--- config.mk ---
export PLATFORM = sky130hd
export DESIGN_NAME = i2c_csr_slave
export DESIGN_NICKNAME = d
export VERILOG_FILES = /design/src/rtl/i2c_csr_slave.sv
export SDC_FILE = /design/constraint.sdc
export NUM_CORES = 1
export LEC_CHECK = 0
export CAP_MARGIN = 5
export CORE_ASPECT_RATIO = 0.7
export CORE_MARGIN = 8
export CORE_UTILIZATION = 35
export CTS_CLUSTER_DIAMETER = 60
export CTS_CLUSTER_SIZE = 20
export DETAILED_ROUTE_END_ITERATION = 16
export MAX_ROUTING_LAYER = met4
export PLACE_DENSITY = 0.57
export SLEW_MARGIN = 40
export SYNTH_ARGS = -nofsm -noshare
export SYNTH_HDL_FRONTEND = slang
export SYNTH_SLANG_ARGS = --single-unit
--- constraint.sdc ---
create_clock -name clk -period 2.4 [get_ports clk]
set_input_delay 0.36 -clock clk [delete_from_list [all_inputs] [get_ports clk]]
set_output_delay 0.36 -clock clk [all_outputs]
set_load 0.02 [all_outputs]
--- src/rtl/i2c_csr_slave.sv ---
// I2C slave front-end: oversampled SCL/SDA drive single-cycle CDBUS register reads/writes.
// A START goes to address decode, a STOP returns to idle, and the register address is kept across a repeated START.
module i2c_csr_slave #(
  parameter logic [6:0] I2C_ADDR   = 7'h50,
  parameter int         FILTER_LEN = 3
) (
  input  logic       clk,
  input  logic       reset,
  input  logic       scl_i,
  input  logic       sda_i,
  output logic       sda_oe,
  output logic       chip_select,
  output logic [4:0] csr_address,
  output logic       csr_read,
  input  logic [7:0] csr_readdata,
  output logic       csr_write,
  output logic [7:0] csr_writedata
);

  typedef enum logic [3:0] {
    S_IDLE, S_ADDR, S_ADDR_ACK, S_REG, S_REG_ACK,
    S_WDATA, S_WDATA_ACK, S_RDATA, S_RDATA_ACK, S_WAIT_P
  } state_e;

  state_e                state_q, state_d;
  logic [1:0]            scl_sync_q, scl_sync_d, sda_sync_q, sda_sync_d;
  logic [FILTER_LEN-1:0] scl_hist_q, scl_hist_d, sda_hist_q, sda_hist_d;
  logic                  scl_f_q, scl_f_d, sda_f_q, sda_f_d;
  logic                  scl_fp_q, scl_fp_d, sda_fp_q, sda_fp_d;
  logic [3:0]            bit_cnt_q, bit_cnt_d;
  logic [7:0]            rx_q, rx_d;
  logic [6:0]            tx_q, tx_d;
  logic                  rw_q, rw_d, mack_q, mack_d, load_q, load_d;
  logic                  sda_oe_q, sda_oe_d, cs_q, cs_d, read_q, read_d, write_q, write_d;
  logic [4:0]            addr_q, addr_d;
  logic [7:0]            wdata_q, wdata_d;
  logic                  scl_rise, scl_fall, start_det, stop_det;

  // A filtered level changes only after FILTER_LEN identical synchronized samples.
  always_comb begin
    scl_sync_d = {scl_sync_q[0], scl_i};
    sda_sync_d = {sda_sync_q[0], sda_i};
    scl_hist_d = {scl_hist_q[FILTER_LEN-2:0], scl_sync_q[1]};
    sda_hist_d = {sda_hist_q[FILTER_LEN-2:0], sda_sync_q[1]};
    scl_f_d    = scl_f_q;
    sda_f_d    = sda_f_q;
    if (&scl_hist_d)       scl_f_d = 1'b1;
    else if (~|scl_hist_d) scl_f_d = 1'b0;
    if (&sda_hist_d)       sda_f_d = 1'b1;
    else if (~|sda_hist_d) sda_f_d = 1'b0;
    scl_fp_d = scl_f_q;
    sda_fp_d = sda_f_q;
  end

  assign scl_rise  =  scl_f_q & ~scl_fp_q;
  assign scl_fall  = ~scl_f_q &  scl_fp_q;
  assign start_det =  sda_fp_q & ~sda_f_q & scl_f_q;
  assign stop_det  = ~sda_fp_q &  sda_f_q & scl_f_q;

  // NOTE: every signal gets a default first so no path through this block leaves one unassigned (no latches).
  always_comb begin
    state_d   = state_q;
    bit_cnt_d = bit_cnt_q;
    rx_d      = rx_q;
    tx_d      = tx_q;
    rw_d      = rw_q;
    mack_d    = mack_q;
    sda_oe_d  = sda_oe_q;
    cs_d      = cs_q;
    addr_d    = addr_q;
    wdata_d   = wdata_q;
    read_d    = 1'b0;
    write_d   = 1'b0;
    load_d    = read_q;

    // csr_readdata is valid the cycle after the read strobe; its MSB goes straight onto the pin.
    if (load_q && state_q == S_RDATA) begin
      tx_d     = csr_readdata[6:0];
      sda_oe_d = ~csr_readdata[7];
    end

    unique case (state_q)
      S_IDLE: ;
      S_ADDR, S_REG, S_WDATA: begin
        if (scl_rise) begin
          rx_d      = {rx_q[6:0], sda_f_q};
          bit_cnt_d = bit_cnt_q + 4'd1;
        end else if (scl_fall && bit_cnt_q == 4'd8) begin
          bit_cnt_d = '0;
          sda_oe_d  = 1'b1;
          if (state_q == S_ADDR) begin
            if (rx_q[7:1] == I2C_ADDR) begin
              state_d = S_ADDR_ACK;
              cs_d    = 1'b1;
              rw_d    = rx_q[0];
            end else begin
              state_d  = S_IDLE;
              cs_d     = 1'b0;
              sda_oe_d = 1'b0;
            end
          end else if (state_q == S_REG) begin
            state_d = S_REG_ACK;
            addr_d  = rx_q[4:0];
          end else begin
            state_d = S_WDATA_ACK;
            wdata_d = rx_q;
            write_d = 1'b1;
          end
        end
      end
      S_ADDR_ACK: begin
        if (scl_fall) begin
          sda_oe_d = 1'b0;
          if (rw_q) begin
            read_d  = 1'b1;
            state_d = S_RDATA;
          end else begin
            state_d = S_REG;
          end
        end
      end
      S_REG_ACK, S_WDATA_ACK: begin
        if (scl_fall) begin
          sda_oe_d = 1'b0;
          state_d  = S_WDATA;
        end
      end
      S_RDATA: begin
        if (scl_rise) begin
          bit_cnt_d = bit_cnt_q + 4'd1;
        end else if (scl_fall) begin
          if (bit_cnt_q == 4'd8) begin
            bit_cnt_d = '0;
            sda_oe_d  = 1'b0;
            state_d   = S_RDATA_ACK;
          end else begin
            tx_d     = {tx_q[5:0], 1'b0};
            sda_oe_d = ~tx_q[6];
          end
        end
      end
      S_RDATA_ACK: begin
        if (scl_rise) begin
          mack_d = sda_f_q;
        end else if (scl_fall) begin
          // Only an ACK fetches another byte, so a FIFO never pops data the master refused.
          if (!mack_q) begin
            read_d  = 1'b1;
            state_d = S_RDATA;
          end else begin
            state_d = S_WAIT_P;
          end
        end
      end
      S_WAIT_P: ;
      default: state_d = S_IDLE;
    endcase

    if (stop_det) begin
      state_d   = S_IDLE;
      cs_d      = 1'b0;
      sda_oe_d  = 1'b0;
      bit_cnt_d = '0;
    end else if (start_det) begin
      state_d   = S_ADDR;
      sda_oe_d  = 1'b0;
      bit_cnt_d = '0;
    end
  end

  // NOTE: sequential state uses non-blocking assignments so all flops update together on the edge.
  always_ff @(posedge clk) begin
    if (reset) begin
      state_q    <= S_IDLE;
      scl_sync_q <= '1;
      sda_sync_q <= '1;
      scl_hist_q <= '1;
      sda_hist_q <= '1;
      scl_f_q    <= 1'b1;
      sda_f_q    <= 1'b1;
      scl_fp_q   <= 1'b1;
      sda_fp_q   <= 1'b1;
      bit_cnt_q  <= '0;
      rx_q       <= '0;
      tx_q       <= '0;
      rw_q       <= 1'b0;
      mack_q     <= 1'b1;
      load_q     <= 1'b0;
      sda_oe_q   <= 1'b0;
      cs_q       <= 1'b0;
      read_q     <= 1'b0;
      write_q    <= 1'b0;
      addr_q     <= '0;
      wdata_q    <= '0;
    end else begin
      state_q    <= state_d;
      scl_sync_q <= scl_sync_d;
      sda_sync_q <= sda_sync_d;
      scl_hist_q <= scl_hist_d;
      sda_hist_q <= sda_hist_d;
      scl_f_q    <= scl_f_d;
      sda_f_q    <= sda_f_d;
      scl_fp_q   <= scl_fp_d;
      sda_fp_q   <= sda_fp_d;
      bit_cnt_q  <= bit_cnt_d;
      rx_q       <= rx_d;
      tx_q       <= tx_d;
      rw_q       <= rw_d;
      mack_q     <= mack_d;
      load_q     <= load_d;
      sda_oe_q   <= sda_oe_d;
      cs_q       <= cs_d;
      read_q     <= read_d;
      write_q    <= write_d;
      addr_q     <= addr_d;
      wdata_q    <= wdata_d;
    end
  end

  assign sda_oe        = sda_oe_q;
  assign chip_select   = cs_q;
  assign csr_address   = addr_q;
  assign csr_read      = read_q;
  assign csr_write     = write_q;
  assign csr_writedata = wdata_q;

endmodule

* Yosys cells after proc, flatten, opt, wreduce, memory -nomap -nowiden
Cells that the tools add are included.
** Storage, ports and cells
- Register bits after elaboration :: 55
- Input bits :: 12
- Word-level logic and storage cells :: 144
** Cells by class
- Add/sub/neg operators :: 1
- Eq/ne operators :: 33
- Mux-type cells :: 44
- Bitwise logic cells :: 18
- Reductions and logical operators :: 26
** Operator list (count)
- 2-to-1 mux 4 bit :: 16
- 2-to-1 mux 7 bit :: 5
- inequality test 3 bit, second input constant :: 10
- case mux 4 bit (6 select lines) :: 1
- AND reduction 10 bit :: 2
- equality test 4 x 3 -> 1 bit, second input constant :: 4
- 2-to-1 mux 1 bit :: 16
- inequality test 2 bit, second input constant :: 8
- AND reduction 5 bit :: 3
- OR reduction 3 bit :: 5
- equality test 4 bit, second input constant :: 3
- NOT 1 bit :: 12
- OR reduction 2 bit :: 5
- equality test 4 x 2 -> 1 bit, second input constant :: 2
- case mux 4 bit (2 select lines) :: 1
- AND reduction 4 bit :: 2
- equality test 7 bit, second input constant :: 1
- bitwise AND 1 bit :: 6
- inequality test 3 x 2 -> 1 bit, second input constant :: 2
- AND reduction 3 bit :: 2
- OR reduction 5 bit :: 1
- adder 4 x 1 -> 4 bit, second input constant :: 1
- equality test 4 x 1 -> 1 bit, second input constant :: 1
- logical NOT 4 bit :: 1
- other kinds (8) :: 12

* Logic depth before layout (Yosys ltp)
- Depth in word-level cells :: 7
- Gate-level depth with buffers :: 8
- Gate-level depth less buffers :: 7

* Worst setup path before layout
Ideal clock, no wire load.
- Path kind :: register to register
- From :: reg scl_f_q
- To :: reg wdata_q[0] (netlist: csr_writedata[0])
- Setup time :: 0.132 ns
- Data arrival time :: 1.804 ns
- Required time :: 2.268 ns
- Setup slack :: 0.464 ns
- Cell stages (with the launch flop) :: 8
- Path buffers :: 1
- Period minus slack after synthesis :: 1.936 ns
- Path through :: dfxtp_1 > ha_1 > nand2b_1 > or3_4 > or3b_1 > buf_2 > nand2_1 > a21oi_1
** Between the ends
- Cells in the longest elaborated chain, start to end :: 4
- Elaborated cells between the ends (all ways) :: 6
- Those cells by class :: bitwise: 4; reduce/logical: 2
** Ends and longest elaborated chain
- from (decl) :: RTL line 28 : logic scl_f_q, scl_f_d, sda_f_q, sda_f_d;
- from (signal assigned) :: RTL line 201 : scl_f_q <= scl_f_d;
- NOT 1 bit :: RTL line 56 : assign scl_fall = ~scl_f_q & scl_fp_q;
- bitwise AND 1 bit :: RTL line 56
- logical AND 1 bit :: RTL line 88 : end else if (scl_fall && bit_cnt_q == 4'd8) begin
- AND reduction 5 bit (no line) *
- to (signal assigned) :: RTL line 216 : wdata_q <= wdata_d;
- to (decl) :: RTL line 36 : logic [7:0] wdata_q, wdata_d;
Every way passes the cells marked *; elsewhere a longest branch is shown, timed or not.
A chain may end at the register's enable or synchronous reset.

* Worst setup path in the final report
Ends and elaborated chain as after synthesis.

==> results.json <==
{
  "drc": 0,
  "yosys.area.top_type": "dfxtp_1",
  "yosysWarnings": 0,
  "ioPinCount": 29,
  "synth_ff_type": "dfxtp_1",
  "drtIter0Drc": 93,
  "finalSetupViolCount": 0,
  "netlist-cell-type-count": 44,
  "hold_violations": 0,
  "max_freq_mhz": 468,
  "cts_buffers": 5,
  "r2r_slack_ns": 0.26,
  "yosysMostFrequentCell": "dfxtp_1",
  "cts_hold_buffers": 0,
  "finalCritPeriodShare": 0.890,
  "areaGrowthSynthToFinish_pct": 20.0,
  "clkLatencyLatePin_ns": 0.30,
  "start_util": 0.361,
  "die_w_um": 116,
  "dieArea_mm2": 0.00989,
  "num_antenna_cells": 0,
  "max_slew_margin": 0.686,
  "syn_inst": 277,
  "yosysTopAreaCellShare": 0.454,
  "clock_path_buffers": 2,
  "syn_area_per_cell_um2": 8.76,
  "core_area_mm2": 0.00673,
  "power.density_mw_per_mm2": 536,
  "routed_wl_mm": 5.27,
  "die_h_um": 85.7,
  "netlist_area_mm2": 0.00243,
  "cts_tree": "done",
  "clock-sinks": 55,
  "path_class": "flop to flop",
  "cts-root-buf": "clkbuf_8",
  "layoutNonFillerInstCount": 396,
  "r2r_start": "scl_f_q$_SDFFE_PP1N_",
  "dp_hpwl_mm": 3.82,
  "holdPathStages": 1,
  "dpl.cell_count": 389,
  "async_reset_ff_frac": 0,
  "critPathArrivalTime_ns": 2.33,
  "antenna_found_initial": 0,
  "h-tree-depth": 2,
  "worstSetupStartpointType": "flop",
  "firstDrtPassIters": 4,
  "portBuffers": 28,
  "grtUsageTotal": 0.113,
  "max-cap-violations": 0,
  "avgRoutedWirePerCell_um": 13.3,
  "synth_edf_count": 0,
  "drive_gt1_frac": 0.106,
  "required_ns": 2.59,
  "ir_drop_v": 0.000220,
  "fin_crit_ns": 2.14,
  "core.rowCount": 25,
  "report.final.slew_viol_count": 0,
  "syn-num-nets": 293,
  "holdPathEnd": "sda_sync_q[1]$_SDFF_PP1_",
  "synth_seq_area_share": 0.454,
  "via_per_inst": 4.94,
  "final_util": 0.433,
  "grt_overflow_total": 0,
  "min-delay-start": "sda_sync_q[0]$_SDFF_PP1_",
  "r2r_cells": 7,
  "tns_ns": 0,
  "worstPathMaxFanout": 8,
  "synth_seq_cells": 55,
  "clkTransAtPathRegs_ns": 0.10,
  "critPathCaptureType": "flop",
  "power_mw": 1.56,
  "rsz0062_at_grt": "false",
  "synthTopCellsByArea": "dfxtp_1, mux2i_1, nor2_1, nand2_1, a21oi_1",
  "cts_setup_buffers": 0,
  "leakage_nw": 1.06,
  "min_path_type": "flop to flop",
  "dr_total_vias": 1958,
  "first_global_vias": 1783,
  "synthTopCellsByCount": "dfxtp_1, nor2_1, nand2_1, a21oi_1, mux2i_1",
  "grt_pass1_wl_mm": 8.71,
  "hold_ws_ns": 0.416,
  "nFillCells": 669,
  "ant_nets": 0,
  "gp_congestion": 0.804,
  "startpoint": "scl_f_q$_SDFFE_PP1N_",
  "r2r-end": "csr_writedata[0]$_SDFFE_PP0P_",
  "final_nets": 318,
  "final.setup_skew_ns": 0.00609,
  "ctsResizeCount": 0,
  "grt_max_degree": 25,
  "tightest_slew_ns": 0.467,
  "status": "finished clean"
}
cell usage in the layout (no fill, tap or decap), types with 2 or more instances in the layout:
cell type        instances
inv_1                    4
o21a_1                   3
a311oi_1                 9
a211oi_1                 2
nand2_1                 35
a31oi_1                  4
or2_2                   11
nand2b_1                 5
clkdlybuf4s50_1         28
o21ai_0                  5
nor2b_1                  3
nand3_1                 12
buf_4                    8
nor3_1                   4
clkbuf_8                 5
nor3b_4                  2
mux2i_1                 15
dfxtp_1                 55
nand3b_1                 3
nor2_1                  37
o21bai_1                 3
ha_1                     4
a21oi_1                 22
power by group:
| group | switching, mW | internal, mW | total [mW] |
|---|---|---|---|
| logic | 0.0182 | 0.0229 | 0.0411 |
| registers | 0.00191 | 0.916 | 0.918 |
| clock network | 0.296 | 0.305 | 0.601 |
registers in the layout, indices dropped and copies added, names as in the netlist:
| name | count |
|---|---|
| chip_select | 1 |
| scl_hist_q | 2 |
| rw_q | 1 |
| mack_q | 1 |
| sda_sync_q | 2 |
| csr_writedata | 8 |
| csr_read | 1 |
| tx_q | 7 |
| csr_write | 1 |
| state_q | 4 |
| sda_f_q | 1 |
| sda_hist_q | 2 |
| load_q | 1 |
| sda_fp_q | 1 |
| scl_fp_q | 1 |
| bit_cnt_q | 4 |
| rx_q | 8 |
| csr_address | 5 |
| sda_oe | 1 |
| scl_sync_q | 2 |
| scl_f_q | 1 |
cell type report:
class / count / area, um2 / share of cell area
timing repair buffer: 36 / 340 / 0.117
sequential: 55 / 1100 / 0.378
clock inverter: 2 / 37.5 / 0.0129
tap: 94 / 118 / 0.0404
multi-input combinational: 200 / 1230 / 0.423
inverter: 4 / 15.0 / 0.00516
clock buffer: 5 / 68.8 / 0.0236
logic make-up after synthesis:
| kind of cell | synth area share |
|---|---|
| multiplexers | 0.0665 |
| AO/OA/AOI/OAI | 0.156 |
| buffers and inverters | 0.0392 |
| AND/OR/NAND/NOR | 0.260 |
| XOR/XNOR | 0.00361 |
| adder cells (fa/ha/maj) | 0.0206 |
| flip-flops | 0.454 |
metrics by stage:
stage	setup WS, ns	area [um2]
finish	0.265	2910
global route	0.0743	2910
CTS	0.239	2910
detailed placement	0.257	2800
global placement	0.346	2800
floorplan	0.464	2430
worst max-delay path, stage by stage (launching register included):
cell	delay, ns
dfxtp_1	0.37
inv_1	0.10
ha_1	0.23
nand2b_1	0.19
or3_4	0.42
or3b_1	0.52
nand2_1	0.12
a21oi_1	0.06
how the worst max path moves through the flow:
stage / endpoint / cells past startpoint / slack, ns
after floorplan: csr_writedata[0]$_SDFFE_PP0P_ / 7 / 0.46
after global placement: csr_writedata[3]$_SDFFE_PP0P_ / 7 / 0.35
after detailed placement: csr_writedata[0]$_SDFFE_PP0P_ / 7 / 0.26
after CTS: csr_writedata[0]$_SDFFE_PP0P_ / 7 / 0.24
after global routing: csr_writedata[1]$_SDFFE_PP0P_ / 7 / 0.07
final: csr_writedata[0]$_SDFFE_PP0P_ / 7 / 0.26
metal layers:
layer	routed length [um]	up-vias	GRT usage
met5	0	-	-
met2	1990	45	0.147
met4	46	0	0.0392
met1	2960	900	0.161
met3	274	4	0.0302
li1	-	1009	-
Note: power is estimated with default switching activity, not from simulation.
